File: src/rtl/univ_shift_reg_pkg.sv
// Shared mode encoding and types for the universal shift register.
package univ_shift_reg_pkg;

  typedef logic [1:0] shreg_mode_t;

  localparam shreg_mode_t MODE_HOLD = 2'b00;
  localparam shreg_mode_t MODE_SHR  = 2'b01;
  localparam shreg_mode_t MODE_SHL  = 2'b10;
  localparam shreg_mode_t MODE_LOAD = 2'b11;

  function automatic logic is_shift(input shreg_mode_t m);
    return (m == MODE_SHR) || (m == MODE_SHL);
  endfunction

endpackage

File: src/rtl/univ_shift_reg_if.sv
// Control/data bundle of the universal shift register.
// Parity signals exist only when UNIV_SHIFT_REG_PARITY_EN is defined.
interface univ_shift_reg_if #(parameter int WIDTH = 4);
  import univ_shift_reg_pkg::*;

  localparam int CW = $clog2(WIDTH + 1);

  logic             clr;
  logic             en;
  shreg_mode_t      mode;
  logic [WIDTH-1:0] d;
  logic             sin_l;
  logic             sin_r;
  logic [WIDTH-1:0] q;
  logic             sout_r;
  logic             sout_l;
  logic [CW-1:0]    bit_cnt;
  logic             word_rdy;
`ifdef UNIV_SHIFT_REG_PARITY_EN
  logic             par_in;
  logic             parity;
  logic             par_err;

  modport master (output clr, en, mode, d, sin_l, sin_r, par_in,
                  input  q, sout_r, sout_l, bit_cnt, word_rdy, parity, par_err);
  modport slave  (input  clr, en, mode, d, sin_l, sin_r, par_in,
                  output q, sout_r, sout_l, bit_cnt, word_rdy, parity, par_err);
`else
  modport master (output clr, en, mode, d, sin_l, sin_r,
                  input  q, sout_r, sout_l, bit_cnt, word_rdy);
  modport slave  (input  clr, en, mode, d, sin_l, sin_r,
                  output q, sout_r, sout_l, bit_cnt, word_rdy);
`endif

endinterface

File: src/rtl/univ_shift_reg_cell.sv
// One storage bit of the shift register: hold / shift-right / shift-left / load mux.
import univ_shift_reg_pkg::*;

module shreg_cell #(
  parameter logic RST_BIT = 1'b0
) (
  input  logic        clk,
  input  logic        rst_n,
  input  logic        clr,
  input  logic        en,
  input  shreg_mode_t mode,
  input  logic        hi,   // neighbour above, taken on shift right
  input  logic        lo,   // neighbour below, taken on shift left
  input  logic        d,
  output logic        q
);

  always_ff @(posedge clk or negedge rst_n) begin
    if (!rst_n)   q <= RST_BIT;
    else if (clr) q <= RST_BIT;
    else if (en) begin
      case (mode)
        MODE_SHR:  q <= hi;
        MODE_SHL:  q <= lo;
        MODE_LOAD: q <= d;
        default:   q <= q;
      endcase
    end
  end

endmodule

File: src/rtl/univ_shift_reg.sv
// WIDTH-bit universal shift register (hold/shr/shl/load) with word counter.
// Define UNIV_SHIFT_REG_PARITY_EN to add parity, par_in and par_err.
import univ_shift_reg_pkg::*;

module univ_shift_reg #(
  parameter int               WIDTH   = 4,
  parameter logic [WIDTH-1:0] RST_VAL = '0
) (
  input  logic                  clk,
  input  logic                  rst_n,
  univ_shift_reg_if.slave       bus
);

  localparam int            CW       = $clog2(WIDTH + 1);
  localparam logic [CW-1:0] CNT_LAST = CW'(WIDTH - 1);

  logic [WIDTH-1:0] q;
  logic [WIDTH-1:0] hi_v;
  logic [WIDTH-1:0] lo_v;
  logic [CW-1:0]    bit_cnt;
  logic             word_rdy;

  assign hi_v = {bus.sin_l, q[WIDTH-1:1]};
  assign lo_v = {q[WIDTH-2:0], bus.sin_r};

  for (genvar i = 0; i < WIDTH; i++) begin : g_cell
    shreg_cell #(.RST_BIT(RST_VAL[i])) u_cell (
      .clk   (clk),
      .rst_n (rst_n),
      .clr   (bus.clr),
      .en    (bus.en),
      .mode  (bus.mode),
      .hi    (hi_v[i]),
      .lo    (lo_v[i]),
      .d     (bus.d[i]),
      .q     (q[i])
    );
  end

  // Counter survives direction changes, holds and en=0; only load/clr/reset zero it.
  always_ff @(posedge clk or negedge rst_n) begin
    if (!rst_n) begin
      bit_cnt  <= '0;
      word_rdy <= 1'b0;
    end else if (bus.clr) begin
      bit_cnt  <= '0;
      word_rdy <= 1'b0;
    end else begin
      word_rdy <= 1'b0;
      if (bus.en) begin
        if (bus.mode == MODE_LOAD) begin
          bit_cnt <= '0;
        end else if (is_shift(bus.mode)) begin
          if (bit_cnt == CNT_LAST) begin
            bit_cnt  <= '0;
            word_rdy <= 1'b1;
          end else begin
            bit_cnt <= bit_cnt + CW'(1);
          end
        end
      end
    end
  end

  assign bus.q        = q;
  assign bus.sout_r   = q[0];
  assign bus.sout_l   = q[WIDTH-1];
  assign bus.bit_cnt  = bit_cnt;
  assign bus.word_rdy = word_rdy;

`ifdef UNIV_SHIFT_REG_PARITY_EN
  logic par_err;

  // Sticky: a bad load flags until clr or reset.
  always_ff @(posedge clk or negedge rst_n) begin
    if (!rst_n)       par_err <= 1'b0;
    else if (bus.clr) par_err <= 1'b0;
    else if (bus.en && bus.mode == MODE_LOAD && ((^bus.d) != bus.par_in))
      par_err <= 1'b1;
  end

  assign bus.parity  = ^q;
  assign bus.par_err = par_err;
`endif

endmodule

File: src/flat_wrapper.sv
// flat-port wrapper written by rule: the top's interface ports become plain ports
module univ_shift_reg_flat 
#(
  parameter int               WIDTH   = 4,
  parameter logic [WIDTH-1:0] RST_VAL = '0
)
  (clk, rst_n, bus_clr, bus_en, bus_mode, bus_d, bus_sin_l, bus_sin_r, bus_q, bus_sout_r, bus_sout_l, bus_bit_cnt, bus_word_rdy);
  univ_shift_reg_if #(.WIDTH(WIDTH)) bus_i ();
  input  logic clk;
  input  logic rst_n;
  input wire logic [$bits(bus_i.clr)-1:0] bus_clr;
  input wire logic [$bits(bus_i.en)-1:0] bus_en;
  input wire logic [$bits(bus_i.mode)-1:0] bus_mode;
  input wire logic [$bits(bus_i.d)-1:0] bus_d;
  input wire logic [$bits(bus_i.sin_l)-1:0] bus_sin_l;
  input wire logic [$bits(bus_i.sin_r)-1:0] bus_sin_r;
  output wire logic [$bits(bus_i.q)-1:0] bus_q;
  output wire logic [$bits(bus_i.sout_r)-1:0] bus_sout_r;
  output wire logic [$bits(bus_i.sout_l)-1:0] bus_sout_l;
  output wire logic [$bits(bus_i.bit_cnt)-1:0] bus_bit_cnt;
  output wire logic [$bits(bus_i.word_rdy)-1:0] bus_word_rdy;
  assign bus_i.clr = bus_clr;
  assign bus_i.en = bus_en;
  assign bus_i.mode = bus_mode;
  assign bus_i.d = bus_d;
  assign bus_i.sin_l = bus_sin_l;
  assign bus_i.sin_r = bus_sin_r;
  assign bus_q = bus_i.q;
  assign bus_sout_r = bus_i.sout_r;
  assign bus_sout_l = bus_i.sout_l;
  assign bus_bit_cnt = bus_i.bit_cnt;
  assign bus_word_rdy = bus_i.word_rdy;
  univ_shift_reg #(.WIDTH(WIDTH), .RST_VAL(RST_VAL)) u_core (.clk(clk), .rst_n(rst_n), .bus(bus_i));
endmodule
File: config.mk
export PLATFORM = sky130hd
export DESIGN_NAME = univ_shift_reg_flat
export DESIGN_NICKNAME = d
export VERILOG_FILES = /design/src/rtl/univ_shift_reg_pkg.sv /design/src/rtl/univ_shift_reg_if.sv /design/src/rtl/univ_shift_reg_cell.sv /design/src/rtl/univ_shift_reg.sv /design/src/flat_wrapper.sv
export SDC_FILE = /design/constraint.sdc
export NUM_CORES = 1
export LEC_CHECK = 0
export CORE_MARGIN = 1.5
export CORE_UTILIZATION = 38
export CTS_CLUSTER_DIAMETER = 150
export DETAILED_ROUTE_END_ITERATION = 8
export PLACE_DENSITY = 0.69
export SLEW_MARGIN = 30
export SYNTH_ARGS = -nofsm -noshare
export SYNTH_HDL_FRONTEND = slang
export SYNTH_HIERARCHICAL = 1
export SYNTH_SLANG_ARGS = --single-unit
File: constraint.sdc
create_clock -name clk -period 1.2 [get_ports clk]
set_clock_uncertainty 0.2 [all_clocks]
set_input_delay 0.24 -clock clk [delete_from_list [all_inputs] [get_ports clk]]
set_output_delay 0.24 -clock clk [all_outputs]
set_load 0.01 [all_outputs]
==> reports/qor_table.md <==
| Item | Value | Unit |
|---|---|---|
| Depth of the worst register-to-register path | 3 | - |
| Avg WL per Cell | 14.49 | um |
| Relative slew margins | 0.8209 | - |
| Antenna violations before repair | 0 | - |
| Maximum number of pins on one net before global-route repair | 9 | - |
| Nature of the critical path endpoint | register | - |
| Post-Place Setup Slack | -0.7947 | ns |
| Post-synth cell types | 17 | - |
| Violations in the final reports | negative setup slack | - |
| Final Routed Wirelength | 1.579 | mm |
| Post-cts hold buffer count | 0 | - |
| Final standard cell area without fillers | 1054 | sq um |
| Worst path max stage delay | 0.36 | ns |
| Total area of sequential cells | 200.2 | sq um |
| Dpl hpwl | 1.189 | mm |
| Fin nets | 117 | - |
| IR Drop Worst-Case VDD | 0.3952 | mV |
| Number of sinks driven by the clock tree | 8 | - |
| Transition time at the pin with the least slew margin | 0.2658 | ns |
| Smallest setup slack after layout | -0.1494 | ns |
| Synth Area per Inst | 10.99 | sq um |
| Minimum clock period | 1.349 | ns |
| Start point of the critical path | u_core/bus.bit_cnt[1] | - |
| Antenna cells | 0 | - |
| Ratio of cells with drive above 1 in the final layout | 0.5806 | - |
| Yosys top cell by area | dfrtp_1 | - |
| Final period utilization | 1.124 | - |
| FF-to-FF Start | u_core/bus.bit_cnt[1] | - |
| Max FO, Critical Path | 3 | - |
| Die height | 43.25 | um |
| Initial drt markers | 3 | - |
| Number of inserted filler cells in the final layout | 135 | - |
| Syn nets | 78 | - |
| Startpoint type of the worst setup path | register | - |
| IO Port Bufs | 21 | - |
| Type of the tightest min-delay check | input pin to asynchronous set/reset pin | - |
| Main combinational cell family by area after synthesis | compound AO/OA/AOI/OAI gates | - |
| Flip-flop and latch count after synthesis | 8 | - |
| Clock latency of the later-clocked register in the worst-skew pair | 0.24 | ns |
| End of the critical path | u_core/bus.bit_cnt[1] | - |
| Area Overhead vs Synth | 71.14 | % |
| Post-detailed-route count of antenna-violating nets | 0 | - |
| Cell count after synthesis | 56 | - |
| R2R setup slack | -0.15 | ns |
| Worst R2R End | u_core/bus.bit_cnt[1] | - |
| Largest delay contributor family on the critical path | flip-flops | - |
| Instance area after placement | 943.4 | sq um |
| Global placement routability congestion | 0.7666 | - |
| Portion of netlist area occupied by mux cells | 0 | - |
| Arithmetic-cell share of the synthesized area counting full adders, half adders and majority gates | 0.2033 | - |
| Root buf cell | clkbuf_4 | - |
| Initial Utilization | 0.4086 | - |
| Share of the synthesized netlist area taken by xor and xnor gates | 0 | - |
| Setup repair after global routing missed its margin | yes | - |
| I/O pin count | 22 | - |
| Reported max-cap violation count | 0 | - |
| Commonest cells after routing, fill and taps aside | 10 x buf_2, 10 x buf_4, 8 x dfrtp_1 | - |
| Cell count along the critical path | 3 | - |
| Worst path arrival time | 1.28 | ns |
| Vias after detailed routing | 562 | - |
| CP bufs+invs | 0 | - |
| DRC violation count after routing | 0 | - |
| Clock-pin slew on the worst setup and hold paths | 0.05 | ns |
| TritonCTS clock tree | done | - |
| Multi-input logic area | 486.7 | sq um |
| Via count of the first global-routing pass | 594 | - |
| Overflow after GRT | 0 | - |
| Cell breakdown of the critical path | ha_2 > or2b_1 > a32o_1 | - |
| Area fraction in compound gates after synthesis | 0.2093 | - |
| Yosys synthesis warning count | 6 | - |
| First-pass GRT wire length | 2.601 | mm |
| Leakage power of the design | 0.0005082 | uW |
| Area share of the largest cell type after synthesis | 0.3252 | - |
| Register area share after synthesis | 0.3252 | - |
| Data required time of the worst path | 1.13 | ns |
| CTS H-tree depth | 1 | - |
| Critical path start-end classification | register to register | - |
| Share of synthesized cell area in and, or, nand and nor gates | 0.2073 | - |
| Slew Limit Fails | 0 | - |
| Status | complete, but fails checks | - |
| Final core utilization | 0.6993 | - |
| Length of the first detailed-routing pass in iterations | 3 | - |
| Standard cell core area | 1506 | sq um |
| Number of buffers added by the clock tree synthesis step | 3 | - |
| Post-synthesis instance area | 615.6 | sq um |
| Slowest cell on the critical path | dfrtp_1 | - |
| Biggest area contributors in the synthesized netlist | dfrtp_1 33%, ha_1 20%, nor3b_2 8.1%, a221oi_1 5.7%, a311oi_1 5.7% | - |
| F_max | 741.1 | MHz |
| Routed vias/inst | 5.156 | - |
| Die footprint | 1871 | sq um |
| Horiz. Die Dim | 43.25 | um |
| CTS Buffer Depth | 2 | - |
| Total global-route track usage | 0.1874 | - |
| Final hold vios | 0 | - |
| Setup-failing EPs final | 15 | - |
| Total power density per cell area | 745.4 | nW/um^2 |
| Number of rows in the core area | 14 | - |
## synth_stat cells
cell,count
buf_4,2
inv_1,5
ha_1,10
nand2b_1,5
dfrtp_1,8
nor3b_2,4
o21ai_0,1
a311oi_1,4
and2b_1,1
a21oi_1,5
a32o_1,2
and3b_2,1
and2b_2,1
and4bb_1,1
a21o_2,1
a221oi_1,4
or2b_1,1
## sequential cells by signal, summed over array words and instances, names as in the netlist
signal and flops:
u_core/g_cell.u_cell/q 4, u_core/bus.bit_cnt 3, u_core/bus.word_rdy 1
## repair_timing
action / 4_1_cts / 5_1_grt
buffers inserted: 2 / 0
gates cloned: 0 / 0
resized for setup: 68 / 11
pin swaps: 9 / 9
endpoints found under the setup margin: 18 / 18
## worst min path at each step
stage	from	end
CTS	rst_n	u_core/bus.bit_cnt[1]
detailed placement	rst_n	u_core/g_cell[3].u_cell/q
global route	rst_n	u_core/bus.word_rdy
global placement	rst_n	u_core/g_cell[3].u_cell/q
finish	rst_n	u_core/bus.bit_cnt[1]
floorplan	rst_n	u_core/bus.bit_cnt[0]
## cell type report
| type | instances | share of cell area |
|---|---|---|
| inverters | 5 | 0.01781 |
| repair buffers | 36 | 0.2898 |
| clock buffers | 3 | 0.02138 |
| multi-input cells | 41 | 0.4620 |
| flip-flops and latches | 8 | 0.1900 |
| well taps | 16 | 0.01900 |
## logic make-up after synthesis
family | count (synthesis)
AO/OA/AOI/OAI | 17
AND/OR/NAND/NOR | 14
adder cells (fa/ha/maj) | 10
flip-flops | 8
buffers and inverters | 7
## metrics by stage
step	hold slack (ns)	std cells	setup TNS, ns	power (uW)
2_1_floorplan	-0.2556	56	-0.3413	412.0
3_3_place_gp	0.3335	104	-6.285	554.9
3_5_place_dp	0.3348	104	-6.637	562.9
4_1_cts	0.07905	109	-0.7093	778.0
5_1_grt	0.08989	109	-1.363	836.9
6_report	0.07956	109	-0.6193	785.3
## power by group
group          internal (uW)  switching, uW  leakage (uW)  total [uW]
logic                    167            129      0.000386         296
registers                285           12.5      0.000108         298
clock network            114           77.8     0.0000138         191
total                    566            219      0.000508         785
## layer usage
| layer | track usage | vias to the layer above | share of wire |
|---|---|---|---|
| met1 | 0.2435 | 260 | 0.48 |
| met4 | 0.05455 | 0 | 0 |
| met2 | 0.3045 | 15 | 0.47 |
| met5 | 0 | - | 0 |
| li1 | - | 287 | - |
| met3 | 0.04681 | 0 | 0.056 |
(Power assumes the default switching activity.)
